## src/rtl/mp3_sci_writer_if.sv

```systemverilog
// Command port and SCI decoder pins shared by the write engine and its peers.
// slave: the write engine; master: requester plus decoder side.
interface mp3_sci_writer_if;
  logic        CMD_REQ;
  logic [7:0]  CMD_ADDR;
  logic [15:0] CMD_DATA;
  logic        CMD_ACK;
  logic        MP3_DREQ;
  logic        MP3_XCS;
  logic        MP3_SCK;
  logic        MP3_SI;

  modport slave (
    input  CMD_REQ, CMD_ADDR, CMD_DATA, MP3_DREQ,
    output CMD_ACK, MP3_XCS, MP3_SCK, MP3_SI
  );

  modport master (
    output CMD_REQ, CMD_ADDR, CMD_DATA, MP3_DREQ,
    input  CMD_ACK, MP3_XCS, MP3_SCK, MP3_SI
  );
endinterface

```

## src/rtl/mp3_sci_writer.sv

```systemverilog
// Round-robin SCI write engine (command port vs. volume): 32-bit frame, MSB first.
// Grant->WAIT_DREQ 1 cycle, 64 shift cycles, GAP_CYCLES gap; stalls in WAIT_DREQ while MP3_DREQ=0.
module mp3_sci_writer #(
  parameter int          GAP_CYCLES   = 4,
  parameter logic [7:0]  SCI_VOL_ADDR = 8'h0B
) (
  input  logic             MP3_SCLK,
  input  logic             RESET,
  input  logic [7:0]       VOLUME,
  mp3_sci_writer_if.slave  sci,
  output logic             BUSY
);
  typedef enum logic [1:0] {IDLE, WAIT_DREQ, SHIFT, GAP} state_t;

  localparam logic [7:0] SCI_WRITE_OP = 8'h02;
  localparam logic [7:0] GAP_LAST     = 8'(GAP_CYCLES - 1);
  localparam logic       GAP_ONE      = (GAP_CYCLES == 1);

  state_t      state;
  logic [31:0] frame;
  logic [4:0]  bit_idx;
  logic        phase;
  logic [7:0]  gap_cnt;
  logic [7:0]  vol_shadow;
  logic        vol_dirty;
  logic        last_grant_cmd;
  logic        grant_cmd;
  logic        xcs_q;
  logic        sck_q;
  logic        si_q;
  logic        ack_q;
  logic        cmd_wins;

  // Command takes the bus when alone, or on a tie when volume went last.
  always_comb begin
    cmd_wins = sci.CMD_REQ && (!vol_dirty || !last_grant_cmd);
  end

  always_ff @(posedge MP3_SCLK or negedge RESET) begin
    if (!RESET) begin
      state          <= IDLE;
      frame          <= '0;
      bit_idx        <= '0;
      phase          <= 1'b0;
      gap_cnt        <= '0;
      vol_shadow     <= 8'h00;
      vol_dirty      <= 1'b1;
      last_grant_cmd <= 1'b0;
      grant_cmd      <= 1'b0;
      xcs_q          <= 1'b1;
      sck_q          <= 1'b0;
      si_q           <= 1'b0;
      ack_q          <= 1'b0;
    end else begin
      ack_q <= 1'b0;
      if (VOLUME != vol_shadow) begin
        vol_dirty <= 1'b1;
      end
      case (state)
        IDLE: begin
          if (cmd_wins) begin
            frame          <= {SCI_WRITE_OP, sci.CMD_ADDR, sci.CMD_DATA};
            last_grant_cmd <= 1'b1;
            grant_cmd      <= 1'b1;
            state          <= WAIT_DREQ;
          end else if (vol_dirty) begin
            frame          <= {SCI_WRITE_OP, SCI_VOL_ADDR, VOLUME, VOLUME};
            vol_shadow     <= VOLUME;
            vol_dirty      <= 1'b0;
            last_grant_cmd <= 1'b0;
            grant_cmd      <= 1'b0;
            state          <= WAIT_DREQ;
          end
        end
        WAIT_DREQ: begin
          if (sci.MP3_DREQ) begin
            state   <= SHIFT;
            bit_idx <= 5'd31;
            phase   <= 1'b0;
            xcs_q   <= 1'b0;
            sck_q   <= 1'b0;
            si_q    <= frame[31];
          end
        end
        SHIFT: begin
          if (!phase) begin
            phase <= 1'b1;
            sck_q <= 1'b1;
          end else if (bit_idx == 5'd0) begin
            state   <= GAP;
            xcs_q   <= 1'b1;
            sck_q   <= 1'b0;
            gap_cnt <= GAP_LAST;
            ack_q   <= grant_cmd && GAP_ONE;
          end else begin
            bit_idx <= bit_idx - 5'd1;
            phase   <= 1'b0;
            sck_q   <= 1'b0;
            si_q    <= frame[bit_idx - 5'd1];
          end
        end
        GAP: begin
          // ack is raised so it lands on the final gap cycle
          if (gap_cnt == 8'd0) begin
            state <= IDLE;
          end else begin
            gap_cnt <= gap_cnt - 8'd1;
            ack_q   <= grant_cmd && (gap_cnt == 8'd1);
          end
        end
        default: state <= IDLE;
      endcase
    end
  end

  assign sci.MP3_XCS = xcs_q;
  assign sci.MP3_SCK = sck_q;
  assign sci.MP3_SI  = si_q;
  assign sci.CMD_ACK = ack_q;
  assign BUSY        = (state != IDLE);
endmodule
```

## src/flat_wrapper.sv

```systemverilog
// flat-port wrapper written by rule: the top's interface ports become plain ports
module mp3_sci_writer_flat 
#(
  parameter int          GAP_CYCLES   = 4,
  parameter logic [7:0]  SCI_VOL_ADDR = 8'h0B
)
  (MP3_SCLK, RESET, VOLUME, BUSY, sci_CMD_REQ, sci_CMD_ADDR, sci_CMD_DATA, sci_MP3_DREQ, sci_CMD_ACK, sci_MP3_XCS, sci_MP3_SCK, sci_MP3_SI);
  mp3_sci_writer_if sci_i ();
  input  logic MP3_SCLK;
  input  logic RESET;
  input  logic [7:0] VOLUME;
  output logic BUSY;
  input wire logic [$bits(sci_i.CMD_REQ)-1:0] sci_CMD_REQ;
  input wire logic [$bits(sci_i.CMD_ADDR)-1:0] sci_CMD_ADDR;
  input wire logic [$bits(sci_i.CMD_DATA)-1:0] sci_CMD_DATA;
  input wire logic [$bits(sci_i.MP3_DREQ)-1:0] sci_MP3_DREQ;
  output wire logic [$bits(sci_i.CMD_ACK)-1:0] sci_CMD_ACK;
  output wire logic [$bits(sci_i.MP3_XCS)-1:0] sci_MP3_XCS;
  output wire logic [$bits(sci_i.MP3_SCK)-1:0] sci_MP3_SCK;
  output wire logic [$bits(sci_i.MP3_SI)-1:0] sci_MP3_SI;
  assign sci_i.CMD_REQ = sci_CMD_REQ;
  assign sci_i.CMD_ADDR = sci_CMD_ADDR;
  assign sci_i.CMD_DATA = sci_CMD_DATA;
  assign sci_i.MP3_DREQ = sci_MP3_DREQ;
  assign sci_CMD_ACK = sci_i.CMD_ACK;
  assign sci_MP3_XCS = sci_i.MP3_XCS;
  assign sci_MP3_SCK = sci_i.MP3_SCK;
  assign sci_MP3_SI = sci_i.MP3_SI;
  mp3_sci_writer #(.GAP_CYCLES(GAP_CYCLES), .SCI_VOL_ADDR(SCI_VOL_ADDR)) u_core (.MP3_SCLK(MP3_SCLK), .RESET(RESET), .VOLUME(VOLUME), .sci(sci_i), .BUSY(BUSY));
endmodule
```

## config.mk

```make
export PLATFORM = sky130hd
export DESIGN_NAME = mp3_sci_writer_flat
export DESIGN_NICKNAME = d
export VERILOG_FILES = /design/src/rtl/mp3_sci_writer_if.sv /design/src/rtl/mp3_sci_writer.sv /design/src/flat_wrapper.sv
export SDC_FILE = /design/constraint.sdc
export NUM_CORES = 1
export LEC_CHECK = 0
export ABC_AREA = 1
export CAP_MARGIN = 20
export CORE_MARGIN = 5
export CORE_UTILIZATION = 59
export CTS_CLUSTER_SIZE = 8
export DETAILED_ROUTE_END_ITERATION = 10
export PLACE_DENSITY_LB_ADDON = 0.3
export SYNTH_ARGS = -nofsm -noshare
export SYNTH_HDL_FRONTEND = slang
export SYNTH_SLANG_ARGS = --single-unit
```

## constraint.sdc

```tcl
create_clock -name MP3_SCLK -period 3.7 [get_ports MP3_SCLK]
set_input_delay 0.37 -clock MP3_SCLK [delete_from_list [all_inputs] [get_ports MP3_SCLK]]
set_output_delay 0.37 -clock MP3_SCLK [all_outputs]
set_load 0.005 [all_outputs]
```

### Word-level counts from Yosys, hierarchy flattened

Cells that the tools add are included.

* divide/modulo/power cells: 0
* multiplexer cells: 40
* bitwise logic cells: 1
* add/subtract/negate cells: 2
* equality and inequality tests: 12
* multipliers: 0
* order comparisons: 1
* shifts and indexed selects: 0
* reductions and logical operators: 19

Operators by type and width (number)
* 32-bit two-way mux: 2
* 8-bit two-way mux: 3
* 1-bit two-way mux: 18
* 8-bit case mux with 2 select lines: 1
* 5-bit two-way mux: 3
* 2-bit two-way mux: 6
* 4-bit AND reduction: 3
* 5-bit case mux with 2 select lines: 1
* 8-bit by 1-bit == test with 1-bit output, second input constant: 1
* 8-bit logical NOT: 1
* 8-bit != test: 1
* 1-bit case mux with 2 select lines: 4
* 2-bit case mux with 4 select lines: 1
* 2-bit nonzero test: 4
* 8-bit by 1-bit subtractor with 8-bit output, second input constant: 1
* 5-bit by 6-bit < comparator with 1-bit output, second input constant: 1
* 2-bit by 1-bit != test with 1-bit output, second input constant: 3
* 2-bit != test, second input constant: 3
* 1-bit binary-select mux with 5-bit select: 1
* 5-bit logical NOT: 1
* 5-bit AND reduction: 1
* 5-bit by 1-bit subtractor with 5-bit output, second input constant: 1
* 2-bit == test, second input constant: 2
* 2-bit AND reduction: 2
* other kinds (8): 10

* RAM bits: 0
* memories kept: 0
* ROM bits: 0
* register bits after elaboration: 62
* latch bits: 0
* output and inout port bits: 5

### Depth between registers and ports, before layout

* word-level depth: 6
* depth in mapped cells: 13
* depth with buffers taken out: 12

### Worst setup path before layout

OpenSTA, ideal clock, no wires.

* kind: register to register
* start: register u_core.bit_idx[0]
* end: register u_core.si_q, in the netlist u_core.sci.MP3_SI
* path buffers: 2
* period minus slack after synthesis: 1.684 ns
* setup slack: 2.016 ns
* data required time: 3.583 ns
* cell stages (with the launch flop): 13
* data arrival time: 1.567 ns
* cell sequence: dfrtp_1 -> inv_2 -> buf_6 -> ha_1 -> buf_2 -> inv_1 -> nand3_1 -> nand3_1 -> nand3_1 -> nand2_1 -> nand2_1 -> nand3_1 -> nand2_1

* cells in the longest elaborated chain, start to end: 6
* elaborated cells between the ends (all ways): 9
* those cells by class: 1 x add/sub; 1 x eq/ne; 5 x mux; 2 x reduce/logical

Ends and longest elaborated chain
* from (decl): line mp3_sci_writer.sv:21 `logic [4:0] bit_idx;`
* from (signal assigned): line mp3_sci_writer.sv:96 `bit_idx <= bit_idx - 5'd1;`
* 5-bit by 1-bit subtractor with 5-bit output: line mp3_sci_writer.sv:99 `si_q <= frame[bit_idx - 5'd1];`
* 1-bit binary-select mux with 5-bit select: line mp3_sci_writer.sv:99
* 1-bit two-way mux (implied by the code): line mp3_sci_writer.sv:99
* 1-bit two-way mux: line mp3_sci_writer.sv:89 `end else if (bit_idx == 5'd0) begin`
* 1-bit two-way mux: line mp3_sci_writer.sv:86 `if (!phase) begin`
* 1-bit case mux with 2 select lines: line mp3_sci_writer.sv:59 `case (state)`
* to (signal assigned): line mp3_sci_writer.sv:82 `si_q <= frame[31];`
* to (signal assigned): line mp3_sci_writer.sv:99
* to (decl): line mp3_sci_writer.sv:30 `logic si_q;`

Parallel ways exist; a longest one is shown, timed or not. The select of a mux whose other input is x is not followed.
A chain may end at the register's enable or synchronous reset.

### Final worst setup path

Same ends and word-level chain as after synthesis.

==> run_results.csv <==
group,metric,value,unit
power,power.leakage,1.64,nW
timing,rsz0062_at_grt,"no",
timing,finalCritPeriodShare,61.0,%
timing,final.setup.tns,0,ns
critical_path,cp_max_fo,17,
yosys,synth_warnings,0,
timing,fmax,0.443,GHz
critical_path,cp_common_cell,"nand3_1",
placed_design,place_area,3430,sq um
yosys,synth_edf_count,0,
global_routing,antenna_found_initial,0,
global_routing,grt_pass1_vias,2374,
route,wl_per_cell,14.3,um
power,ir_drop,259,uV
floorplanning,core,5010,sq um
critical_path,end_kind,"register",
global_routing,grt_pass1_wl,11.2,mm
floorplanning,io-pin-count,41,
yosys,synth_top_cells_by_count,"nand2_1, dfrtp_1, nand3_1, nor2_1, inv_1",
route,route.detailed.drc,0,
timing,final-max-slew-violation-count,0,
clocking,cts_tree,"built",
critical_path,cp_slowest_stage_delay,0.64,ns
power,p_comb_share,8.8,%
global_routing,busiest_layer,"met2",
route,vias,2466,
timing,post-route-min-period,2.26,ns
clocking,clockRootBuffer,"clkbuf_8",
yosys,yosysMostFrequentCell,"nand2_1",
finish,final_net_count,440,
critical_path,crit_family,"flip-flops",
placed_design,hpwlAfterDp,5.11,mm
yosys,synth_flop_cell,"dfrtp_1",
route,first_pass_iters,4,
power,p_int,0.869,mW
critical_path,arrival,2.46,ns
global_routing,grtUsageMet1,28.6,%
global_routing,use_met2,38.3,%
yosys,synth_area,3000,sq um
placed_design,io_buffers,40,
global_routing,grt_max_degree,38,
finish,fillers,413,
yosys,synth.avg_cell_area,8.46,sq um
yosys,syn_inst,354,
floorplanning,rows,26,
yosys,ys_ff_latch,55,
min_path,hold_class,"input port to asynchronous set/reset pin",
critical_path,cp_slowest_cell,"dfrtp_1",
power,p_clk_share,35.1,%
finish,multi_input_area,1430,sq um
route,routed_via_density,5.29,
floorplanning,die_h,81.3,um
yosys,synth_cell_types,36,
power,p_sw_share,21.8,%
critical_path,crit_path_cell_trace,"inv_2, ha_1, inv_1, nand3_1, nand3_1, nand3_1, nand2_1, nand2_1, nand3_1, nand2_1",
power,power_frac_seq,56.1,%
critical_path,critPathBufInv,2,
critical_path,worst-r2r-setup-slack,1.44,ns
floorplanning,die_w,81.3,um
yosys,yosys.area.top_type,"dfrtp_1",
timing,fin_worst_skew,0.00892,ns
route,ant_nets,0,
route,drt_wl_total,6.69,mm
finish,area_delta_synth_final,18.0,%
timing,worst_pin_slew,0.828,ns
critical_path,startpoint_type,"register",
finish,drive_gt1_share,11.1,%
job,maxCapViolCount,0,
global_routing,gr-usage-met3,4.43,%
yosys,yosysTopAreaCellShare,44.3,%
clocking,cts_resized,0,
clocking,clkSinkCount,55,
route,drt_iter0_drc,160,
clocking,post-cts-setup-buffers,0,
placed_design,routabilityCongestion,0.818,
finish,diodes,0,
power,p_switching,0.242,mW
clocking,insertion_delay,0.31,ns
critical_path,path_class,"register to register",
clocking,cts_hold_buf,0,
yosys,synth_area_leaders,"dfrtp_1, nand2_1, nand3_1, ha_1, nor2_1",
floorplanning,dieArea,6600,sq um
clocking,cts_inserted_buffers,5,
finish,regArea,1380,sq um
clocking,htree_num_levels,2,
timing,hold_violations,0,
yosys,synth_seq_area_share,46.0,%
critical_path,required,3.91,ns
clocking,cts.path.max_buffers,2,
timing,maxSlewHeadroom,44.7,%
timing,setup_violations,0,
global_routing,track_usage,22.0,%
clocking,path_clk_slew,0.10,ns
floorplanning,initial_core_util,59.8,%
global_routing,grt-ovfl-total,0,
timing,holdWs,0.0680,ns
finish,final_area,3540,sq um
yosys,synthArstFlopShare,100,%
yosys,syn-num-nets,399,
run_status,status,"complete, no violations",
power,powerDensity,314,nW/um^2
-- path summary, 6_finish.rpt --
| check | from | endpoint | cells after the start |
|---|---|---|---|
| hold reg to reg | u_core.vol_shadow[6] | u_core.vol_shadow[6] | 2 |
| min in group MP3_SCLK | u_core.vol_shadow[6] | u_core.vol_shadow[6] | 2 |
| max in group asynchronous | RESET | u_core.frame[3] | 2 |
| hold / removal | RESET | u_core.gap_cnt[3] | 1 |
| setup reg to reg | u_core.bit_idx[0] | u_core.sci.MP3_SI | 10 |
| setup / recovery | u_core.bit_idx[0] | u_core.sci.MP3_SI | 10 |
-- power by group through the flow --
stage          logic, mW  registers [mW]  clock network [mW]
4_1_cts           0.0998           0.623               0.392
3_3_place_gp      0.0972           0.634                   0
6_report          0.0983           0.623               0.390
3_5_place_dp      0.0991           0.635                   0
5_1_grt            0.109           0.625               0.420
2_1_floorplan     0.0370           0.633                   0
-- state kept, by name (all words and copies together), names as in the netlist, 2 cells and up --
signal and cells:
u_core.bit_idx 5, u_core.frame 25, u_core.gap_cnt 8, u_core.state 2
u_core.vol_shadow 8
-- stage by stage --
stage / power, mW / setup WS, ns / util, % / cells
floorplan: 0.670 / 2.02 / - / 354
global placement: 0.731 / 1.41 / 68.5 / 458
detailed placement: 0.734 / 1.35 / 68.5 / 458
CTS: 1.11 / 1.46 / 70.6 / 466
global route: 1.15 / 1.26 / 70.6 / 466
finish: 1.11 / 1.44 / 70.6 / 466
-- cell usage in the layout, fill, tap and decap left out, drive strengths merged, types with 4 or more instances in the layout --
cell           netlist  routed
a22o                 5       5
nand3               32      32
clkdlybuf4s50        0      39
o31ai                4       4
a21oi                5       5
nand2              112     112
clkbuf               0       7
a31oi               16      16
o21ai               13      13
dfrtp               53      53
ha                   9       9
inv                 33      33
nand4                4       4
xor2                 9       9
nor3                 4       4
nor2                34      34
-- cells by family (layout without fill, tap and decap cells) --
group / after synthesis / in the layout / share of synthesized area [%]
simple gates: 189 / 189 / 28.4
flops: 55 / 55 / 46.0
xor+xnor: 11 / 11 / 3.22
buf+inv: 40 / 82 / 6.35
fa+ha+maj: 9 / 9 / 3.76
compound gates: 50 / 50 / 12.2
-- cell type report --
cell class / count / share of cell area (%)
multi-input combinational: 259 / 40.3
clock buffer: 7 / 2.16
inverter: 33 / 3.79
tap: 70 / 2.48
timing repair buffer: 41 / 11.4
sequential: 55 / 39.0
clock inverter: 1 / 0.849
-- per-layer routing --
| metal | part of all wire [%] | wire length [um] |
|---|---|---|
| met5 | 0 | 0 |
| met3 | 3.6 | 238 |
| met1 | 43 | 2900 |
| met4 | 0.84 | 56 |
| met2 | 52 | 3490 |
Note: power is estimated with default switching activity, not from simulation.
